--- config.mk ---
export PLATFORM = sky130hd
export DESIGN_NAME = control_sequencer
export DESIGN_NICKNAME = d
export VERILOG_FILES = /design/src/rtl/control_sequencer.sv
export SDC_FILE = /design/constraint.sdc
export NUM_CORES = 1
export LEC_CHECK = 0
export CAP_MARGIN = 20
export CORE_UTILIZATION = 47
export CTS_CLUSTER_DIAMETER = 120
export CTS_CLUSTER_SIZE = 25
export DETAILED_ROUTE_END_ITERATION = 10
export PLACE_DENSITY = 0.84
export SETUP_SLACK_MARGIN = 0.4
export SLEW_MARGIN = 40
export SYNTH_ARGS = -nofsm -noshare
export SYNTH_HDL_FRONTEND = slang
export SYNTH_SLANG_ARGS = --single-unit
--- constraint.sdc ---
create_clock -name clk -period 3.3 [get_ports clk]
set_clock_uncertainty 0.1 [all_clocks]
set_input_delay 0.33 -clock clk [delete_from_list [all_inputs] [get_ports clk]]
set_output_delay 0.33 -clock clk [all_outputs]
set_load 0.005 [all_outputs]
--- src/rtl/control_sequencer.sv ---
// Three-phase fetch/decode/execute sequencer for a 4-bit-operand accumulator machine.
// Drives an external asynchronous memory and an external pass/add ALU.
module control_sequencer #(
    parameter int unsigned ADDR_W = 4
) (
    input  logic              clk,
    input  logic              rst,
    input  logic              run,
    output logic [ADDR_W-1:0] mem_addr,
    input  logic [7:0]        mem_data,
    output logic [7:0]        alu_a,
    output logic [7:0]        alu_b,
    output logic              pass_add,
    input  logic [7:0]        alu_result,
    output logic [7:0]        ac,
    output logic [ADDR_W-1:0] pc,
    output logic              carry,
    output logic [7:0]        out_data,
    output logic              out_valid,
    output logic              halted
);

    typedef enum logic [1:0] {
        StFetch,
        StDecode,
        StExecute,
        StHalt
    } state_e;

    localparam logic [3:0] OpLda = 4'h1;
    localparam logic [3:0] OpAdd = 4'h2;
    localparam logic [3:0] OpOut = 4'h3;
    localparam logic [3:0] OpHlt = 4'hF;

    state_e            state_q, state_d;
    logic [ADDR_W-1:0] pc_q, pc_d;
    logic [7:0]        ir_q, ir_d;
    logic [7:0]        ac_q, ac_d;
    logic              carry_q, carry_d;
    logic [7:0]        out_data_q, out_data_d;
    logic              out_valid_q, out_valid_d;

    logic [3:0]        opcode;
    logic [3:0]        imm;
    logic              add_carry;

    assign opcode = ir_q[7:4];
    assign imm    = ir_q[3:0];

    // Carry is the ninth bit of ac + imm, i.e. set whenever the sum exceeds 255.
    assign add_carry = ({1'b0, ac_q} + {5'b0_0000, imm}) > 9'd255;

    always_comb begin
        state_d     = state_q;
        pc_d        = pc_q;
        ir_d        = ir_q;
        ac_d        = ac_q;
        carry_d     = carry_q;
        out_data_d  = out_data_q;
        out_valid_d = 1'b0;
        mem_addr    = ir_q[ADDR_W-1:0];
        alu_a       = ac_q;
        alu_b       = 8'h00;
        pass_add    = 1'b0;

        case (state_q)
            StFetch: begin
                mem_addr = pc_q;
                if (run) begin
                    ir_d    = mem_data;
                    pc_d    = pc_q + ADDR_W'(1);
                    state_d = StDecode;
                end
            end
            StDecode: begin
                state_d = StExecute;
            end
            StExecute: begin
                state_d = StFetch;
                case (opcode)
                    OpLda: begin
                        alu_a = mem_data;
                        ac_d  = alu_result;
                    end
                    OpAdd: begin
                        alu_b    = {4'b0000, imm};
                        pass_add = 1'b1;
                        ac_d     = alu_result;
                        carry_d  = add_carry;
                    end
                    OpOut: begin
                        out_data_d  = ac_q;
                        out_valid_d = 1'b1;
                    end
                    OpHlt: begin
                        state_d = StHalt;
                    end
                    default: begin
                    end
                endcase
            end
            StHalt: begin
            end
            default: begin
                state_d = StFetch;
            end
        endcase
    end

    always_ff @(posedge clk) begin
        if (rst) begin
            state_q     <= StFetch;
            pc_q        <= '0;
            ir_q        <= 8'h00;
            ac_q        <= 8'h00;
            carry_q     <= 1'b0;
            out_data_q  <= 8'h00;
            out_valid_q <= 1'b0;
        end else begin
            state_q     <= state_d;
            pc_q        <= pc_d;
            ir_q        <= ir_d;
            ac_q        <= ac_d;
            carry_q     <= carry_d;
            out_data_q  <= out_data_d;
            out_valid_q <= out_valid_d;
        end
    end

    assign ac        = ac_q;
    assign pc        = pc_q;
    assign carry     = carry_q;
    assign out_data  = out_data_q;
    assign out_valid = out_valid_q;
    assign halted    = (state_q == StHalt);

endmodule

==> metrics.md <==
| Metric | Value |
|---|---|
| Initial DRC Count | 99 |
| CP endpoint kind | primary output |
| Vias in the first global route | 1485 |
| Cells after Synth | 199 |
| VDD IR max | 0.0002046 V |
| Final antenna-violating net count | 0 |
| Worst R2R Path Depth | 6 |
| Largest cells by area after synthesis | dfxtp_1, a21oi_1, mux2_2 |
| Final Routed Wirelength | 4.195 mm |
| N_diodes | 0 |
| TritonCTS buffer count | 5 |
| Total number of vias | 1609 |
| Critical setup path kind | reg2out |
| DP Area | 0.002241 mm² |
| Largest net degree at the start of global routing | 24 |
| Nets | 282 |
| Status | complete, no violations |
| Final non-filler cell area | 0.002328 mm² |
| Clk Latency, worst-skew pair | 330 ps |
| Die area | 0.003840 mm² |
| Ys flop type | dfxtp_1 |
| Worst-path maximum fanout | 10 |
| Max-Cap Viols | 0 |
| Syn Std Cell Area | 0.001690 mm² |
| RD Place Congestion | 0.8962 |
| Clk sinks | 32 |
| Pleak | 0.8312 nW |
| Setup violators final | 0 |
| Critical Path AT | 2320 ps |
| Final Max Slew Viols | 0 |
| Worst path required time | 2870 ps |
| WHS Path Cells | 2 |
| Utilization after layout | 68.70% |
| First-pass GRT wire length | 6.831 mm |
| Row cnt | 21 |
| Layout cells sized above 1 | 11.07% |
| Fill count | 281 |
| Seq/Total Area, Yosys | 37.90% |
| Hold_buf cts | 0 |
| Clock Path Buffers | 2 |
| CTS tree | built |
| Dpl hpwl | 3.035 mm |
| Area growth, synth to finish | 37.75% |
| Initial core utilization | 49.87% |
| Max-Slew Margin vs Limit | 60.98% |
| Yosys reg bits | 32 |
| EDFF count, synth | 0 |
| Hold Crit Class | in2reg |
| Total track usage | 24.97% |
| Core area | 0.003390 mm² |
| Share of the synthesized area in the top cell type | 37.90% |
| CTS Root Cell | clkbuf_4 |
| Number of antenna violations at the first check in global routing | 0 |
| Drt wl/cell | 14.03 µm |
| Port Buffers | 58 |
| Minimum clock period | 2748 ps |
| Syn_area_per_cell | 8.494 µm² |
| DRC Markers | 0 |
| Synth unique cells | 35 |
| Gr ovfl total | 0 |
| Vias/cell | 5.381 |
| Top Ports | 63 |
| Die Wd | 61.97 µm |
| Yosys Warn Count | 0 |
| Die H | 61.97 µm |
| CTS clk-pin slew, worst paths | 90 ps |
| Synth top cells by count | dfxtp_1, a21oi_1, nand2_1 |
| Setup TNS | 0 ps |
| Count leader, synth | dfxtp_1 |
| Asr flop ratio synth | 0% |
| Fmax | 363.9 MHz |
| Hold Fails Final Rpt | 0 |
| WHS | 309.5 ps |
| Final Cycle Share | 83.28% |
| Slew @ Worst Pin | 583.3 ps |
| Power Density | 336.4 mW/mm² |
| Yosys top cell by area | dfxtp_1 |
| Worst Setup Start Kind | flip-flop |
| DRT Pass-1 Iters | 5 |
| RSZ-0062 raised after global routing | false |
| H-tree depth | 2 |
## per-layer routing
layer  wire length (µm)  global-route usage [%]
met2               1980                   38.75
met3                265                   5.797
met1               1883                   33.12
met5                  0                       0
met4                 65                   10.79
## report_power, final
group	switching [mW]	total [mW]	internal, mW
clock	0.128	0.206	0.0783
sequential	0.0263	0.428	0.402
combinational	0.0751	0.149	0.0739
total	0.229	0.783	0.554
## final cells by class
class	instances	area (µm²)	share of cell area, %
Clock buffer	6	41.29	1.773
Inverter	7	26.28	1.128
Sequential cell	32	640.6	27.51
Clock inverter	1	5.005	0.2149
Timing Repair Buffer	63	613.1	26.33
Multi-Input combinational cell	144	944.7	40.57
Tap cell	46	57.56	2.472
## kinds of logic after synthesis
| logic type | Yosys count | synth area share (%) |
|---|---|---|
| other | 1 | 0.2218 |
| XOR/XNOR | 4 | 2.073 |
| AND/OR/NAND/NOR | 64 | 20.80 |
| adder cells (fa/ha/maj) | 10 | 7.846 |
| AO/OA/AOI/OAI | 51 | 15.99 |
| flip-flops | 32 | 37.90 |
| buffers and inverters | 26 | 7.846 |
| multiplexers | 11 | 7.328 |
## final timing paths
| check | from | end | slack, ps |
|---|---|---|---|
| hold / removal | rst | pc[2] | 310 |
| setup reg to reg | ac[0] | carry | 1350 |
| hold reg to reg | ir_q[1] | ir_q[1] | 370 |
| setup / recovery | ir_q[4] | alu_a[7] | 550 |
## what timing repair did
item / CTS / global route
buffers inserted: 0 / 4
gates resized for setup: 1 / 1
cloned: 0 / 0
pin swaps: 1 / 0
setup endpoints to repair: 8 / 12
## worst max-delay path: stages, from the launching register on
cell and delay (ps):
dfxtp_1 590, nand2b_4 150, nor4b_4 220, buf_4 210
mux2_2 360, clkdlybuf4s50_1 450
## through the flow
stage,cells,setup WS (ps),power [mW]
after global routing,299,433.6,0.8245
after global placement,288,772.7,0.5804
after CTS,295,405.4,0.7840
after detailed placement,288,692.3,0.5835
final,299,551.9,0.7833
after floorplan,202,1369,0.5263
## flip-flops by register name, summed over array words and instances (netlist names)
register and count:
carry 1, ac 8, out_data 8, out_valid 1
ir_q 8, state_q 2, pc 4
## cells in the final DEF (no fill, tap or decap), drive strengths merged
master         instances
nor3b                  2
and4                   1
nand2                 22
ha                     9
nand3                 19
nor2b                  1
clkdlybuf4s50         57
inv                    7
a2111oi                1
mux2                  11
clkbuf                 6
o2bb2ai                1
a311oi                 1
nor2                   2
dfxtp                 32
clkinv                 1
and3b                  1
and2                   5
nand3b                 2
a21oi                 29
xnor2                  2
nor4b                  1
buf                    6
nand2b                 2
conb                   4
nor4                   1
xor2                   2
nor3                   2
o32ai                  1
fa                     1
nand4                  1
or3                    1
o21ai                 18
or3b                   1
No activity file was read; power rests on OpenSTA's default activity.
